## src/rtl/pwm_peripheral.sv

```systemverilog
// PWM peripheral: 16 chip outputs, each forced low, forced high, or driven by one
// shared 8-bit PWM waveform whose duty is double-buffered and applied at period wrap.
module pwm_peripheral #(
  parameter int unsigned PRESCALE = 32'd13
) (
  input  logic        clk,
  input  logic        rst_n,
  input  logic [7:0]  en_reg_out_7_0,
  input  logic [7:0]  en_reg_out_15_8,
  input  logic [7:0]  en_reg_pwm_7_0,
  input  logic [7:0]  en_reg_pwm_15_8,
  input  logic [7:0]  pwm_duty_cycle,
  output logic [15:0] out,
  output logic        period_start
);

  localparam int unsigned PRE_W = (PRESCALE > 32'd1) ? $clog2(PRESCALE) : 32'd1;
  localparam logic [PRE_W-1:0] PRE_LAST = PRE_W'(PRESCALE - 32'd1);

  logic [PRE_W-1:0] pre_cnt_q, pre_cnt_d;
  logic [7:0]       pwm_cnt_q, pwm_cnt_d;
  logic [7:0]       duty_active_q, duty_active_d;
  logic [15:0]      out_q, out_d;
  logic             period_start_q, period_start_d;
  logic [15:0]      en_out_s, en_pwm_s;
  logic             tick_s, wrap_s, pwm_raw_s;

  // Next-state logic for prescaler, PWM counter, duty buffer and outputs
  always_comb begin
    en_out_s = {en_reg_out_15_8, en_reg_out_7_0};
    en_pwm_s = {en_reg_pwm_15_8, en_reg_pwm_7_0};
    tick_s   = (pre_cnt_q == PRE_LAST);
    wrap_s   = tick_s && (pwm_cnt_q == 8'hFF);

    if (tick_s) begin
      pre_cnt_d = '0;
      pwm_cnt_d = pwm_cnt_q + 8'd1;
    end else begin
      pre_cnt_d = pre_cnt_q + PRE_W'(1);
      pwm_cnt_d = pwm_cnt_q;
    end

    if (wrap_s) begin
      duty_active_d = pwm_duty_cycle;
    end else begin
      duty_active_d = duty_active_q;
    end

    period_start_d = wrap_s;

    // Compare on the next-state counter/duty so the first high clk of a period
    // lands in the same cycle as period_start.
    if (duty_active_d == 8'hFF) begin
      pwm_raw_s = 1'b1;
    end else begin
      pwm_raw_s = (pwm_cnt_d < duty_active_d);
    end

    out_d = en_out_s & (~en_pwm_s | {16{pwm_raw_s}});
  end

  // State registers with asynchronous active-low reset
  always_ff @(posedge clk or negedge rst_n) begin
    if (!rst_n) begin
      pre_cnt_q      <= '0;
      pwm_cnt_q      <= 8'h00;
      duty_active_q  <= 8'h00;
      out_q          <= 16'h0000;
      period_start_q <= 1'b0;
    end else begin
      pre_cnt_q      <= pre_cnt_d;
      pwm_cnt_q      <= pwm_cnt_d;
      duty_active_q  <= duty_active_d;
      out_q          <= out_d;
      period_start_q <= period_start_d;
    end
  end

  assign out          = out_q;
  assign period_start = period_start_q;

endmodule

```

## config.mk

```make
export PLATFORM = sky130hd
export DESIGN_NAME = pwm_peripheral
export DESIGN_NICKNAME = d
export VERILOG_FILES = /design/src/rtl/pwm_peripheral.sv
export SDC_FILE = /design/constraint.sdc
export NUM_CORES = 1
export LEC_CHECK = 0
export CORE_MARGIN = 5
export CORE_UTILIZATION = 45
export DETAILED_ROUTE_END_ITERATION = 8
export DONT_BUFFER_PORTS = 1
export PLACE_DENSITY = 0.69
export SYNTH_ARGS = -nofsm -noshare
export SYNTH_HDL_FRONTEND = slang
export SYNTH_SLANG_ARGS = --single-unit
```

## constraint.sdc

```tcl
create_clock -name clk -period 3.7 [get_ports clk]
set_input_delay 0.74 -clock clk [delete_from_list [all_inputs] [get_ports clk]]
set_output_delay 0.74 -clock clk [all_outputs]
set_load 0.03 [all_outputs]
```

==> metrics.cfg <==
[layout]
fin_nets = 193
final_area_um2 = 1790
layout_common_cells = dfrtp_1 (37), inv_1 (12), a21boi_2 (10), ha_1 (10), nand4_1 (9)
mostFrequentLayoutCell = dfrtp_1
n_antenna_cell = 0
final_core_util_pct = 49.6
n_fill_cell = 327
area_growth_pct = 7.77
drive_gt1_share_pct = 16.2

[pwr]
power_density_nw_per_um2 = 401
p_leak_nw = 0.833
vdd_drop_max_v = 0.000254

[drt]
routedWlPerCell_um = 17.6
drc_errors = 0
finalWirelength_um = 3340
viasPerCell = 5.45
first_pass_iters = 4
ant_nets = 0
drt_iter0_drc = 24
num_vias = 1035

[clock_network]
postCtsSetupBuffers = 0
cts_sinks = 37
htreeDepth = 2
cts_tree = yes
root_buffer = clkbuf_8
post_cts_resized = 0
clkLatencyLatePin_ps = 290
clock_path_buffers = 2
cts_made_buffers = 5
ctsHoldBuffers = 0
cts.clk_slew.worst_paths_ps = 70

[synth]
syn_nets = 188
synth_cell_type_count = 25
ys_ff_latch = 37
syn_avg_cell_area_um2 = 12.2
synth-edff-count = 0
ys.flop_type = dfrtp_1
synthCells = 136
syn-cell-area_um2 = 1660
yosys_warnings = 0
yosysSeqAreaShare_pct = 55.8
ys_async_sr_fraction_pct = 100

[place]
gp_congestion = 0.822
hpwl_um = 2560
dp_slack_ps = 314
port_buffers = 0
dpl_cell_area_um2 = 1710

[sta]
relSlewSlack_pct = 39.7
finalSetupViolations = 0
fmax_ghz = 0.298
tightest_slew_ps = 904
rsz0062_at_grt = false
hold_viol = 0
final_max_slew_viol_count = 0
timing.hold.ws_ps = 134
setup_slack_ps = 348
fin_setup_tns_ps = 0
period_minus_slack_ps = 3350
finalCritPeriodShare_pct = 90.6
fin_skew_ps = 4.07

[critical_path]
timing.reg2reg.setup_slack_ps = 350
cpLargestDelayFamily = compound AO/OA/AOI/OAI gates
crit_type = reg2reg
r2r_end = out[15]
path_cells = inv_1, ha_1, nand4_1, nor3_1, buf_4, mux2_2, inv_1, ha_1, nand4_1, nor2_1, o311ai_1, a21oi_2, a21boi_0
crit_arrival_ps = 3470
cp_num_buf_inv = 3
critPathMaxFanout = 16
reg2reg_from = pre_cnt_q[0]
worstRegToRegCells = 13
slowest_delay_ps = 740
startpoint_type = flop
endpoint_kind = flop
cpMaxStageDelayCell = a21oi_2
cp.required_ps = 3820

[die]
row_count = 22
die_x_um = 70.7
core_um2 = 3610
initial_core_util_pct = 46.0
die_h_um = 70.7
dieArea_um2 = 5000
io_pins = 59

[global_route]
grt_overflow_total = 0
antenna_found_initial = 0
grt_pass1_wl_um = 5480
track_usage_pct = 14.2
grt_max_degree = 38
grt_pass1_vias = 1166

[run_status]
status = finished, final reports clean

[min_path]
worstHoldPathType = in2async

[run]
maxCapViolCount = 0

[cell usage after synthesis, types with 3 or more instances]
library cell / n / area share, %
nand4_1: 9 / 3.4
a21boi_0: 6 / 2.7
nor2_1: 7 / 1.6
dfrtp_1: 37 / 56
nand2_1: 6 / 1.4
mux2_2: 3 / 2.0
a21boi_2: 10 / 6.8
nand3_1: 4 / 1.2
xnor2_1: 7 / 3.7
mux2i_1: 6 / 3.6
ha_1: 10 / 7.5
inv_1: 12 / 2.7
a21oi_1: 4 / 1.2
[metal layers]
metal / global-route usage [%] / share of wire [%] / up-vias
met2: 23.7 / 51 / 47
met4: 5.01 / 1.1 / 0
met5: 0 / 0 / -
met3: 8.10 / 11 / 4
met1: 15.0 / 37 / 501
li1: - / - / 483
[worst reg2reg max path, stage by stage, from the launching register on]
cell and delay (ps):
dfrtp_1 410, inv_1 90, ha_1 190, nand4_1 140, nor3_1 200, buf_4 230, mux2_2 370, inv_1 60
ha_1 120, nand4_1 120, nor2_1 130, o311ai_1 130, a21oi_2 740, a21boi_0 250
[layout make-up]
class,instances,area (µm²),share of cell area (%)
Timing Repair Buffer,1,7.51,0.420
Multi-Input combinational cell,84,667,37.3
Clock inverter,2,10.0,0.560
Tap cell,48,60.1,3.36
Clock buffer,6,72.6,4.06
Sequential cell,37,926,51.8
Inverter,12,45.0,2.52
[worst max-delay path by stage]
stage / slack [ps] / to / cells after the start / from
floorplan: 880 / out[10] / 14 / pre_cnt_q[0]
global placement: 490 / out[15] / 13 / pre_cnt_q[0]
detailed placement: 310 / out[3] / 12 / pre_cnt_q[0]
CTS: 290 / out[3] / 12 / pre_cnt_q[0]
global route: 4 / out[15] / 12 / pre_cnt_q[0]
finish: 350 / out[15] / 13 / pre_cnt_q[0]
[report_power, final]
group | leakage, nW | total, W | switching, W | internal (W)
registers | 0.474 | 0.000436 | 0.0000224 | 0.000413
clock network | 0.0450 | 0.000271 | 0.000141 | 0.000130
logic | 0.314 | 0.00000951 | 0.00000244 | 0.00000707
[per-stage QoR]
stage          cells  total power [W]
6_report         190         0.000716
5_1_grt          190         0.000744
4_1_cts          190         0.000726
3_5_place_dp     182         0.000453
3_3_place_gp     182         0.000453
2_1_floorplan    136         0.000451
[cell families (layout without fill, tap and decap cells)]
group | Yosys count | after routing | share of synthesized area [%]
flops | 37 | 37 | 55.8
simple gates | 31 | 31 | 9.43
compound gates | 26 | 26 | 13.3
buf+inv | 15 | 21 | 4.00
fa+ha+maj | 10 | 10 | 7.54
mux | 9 | 9 | 5.66
xor+xnor | 8 | 8 | 4.22
[registers in the layout (all words and copies together) (netlist names)]
signal / count
pre_cnt_q: 4
period_start: 1
out: 16
duty_active_q: 8
pwm_cnt_q: 8
(Power assumes the default switching activity.)
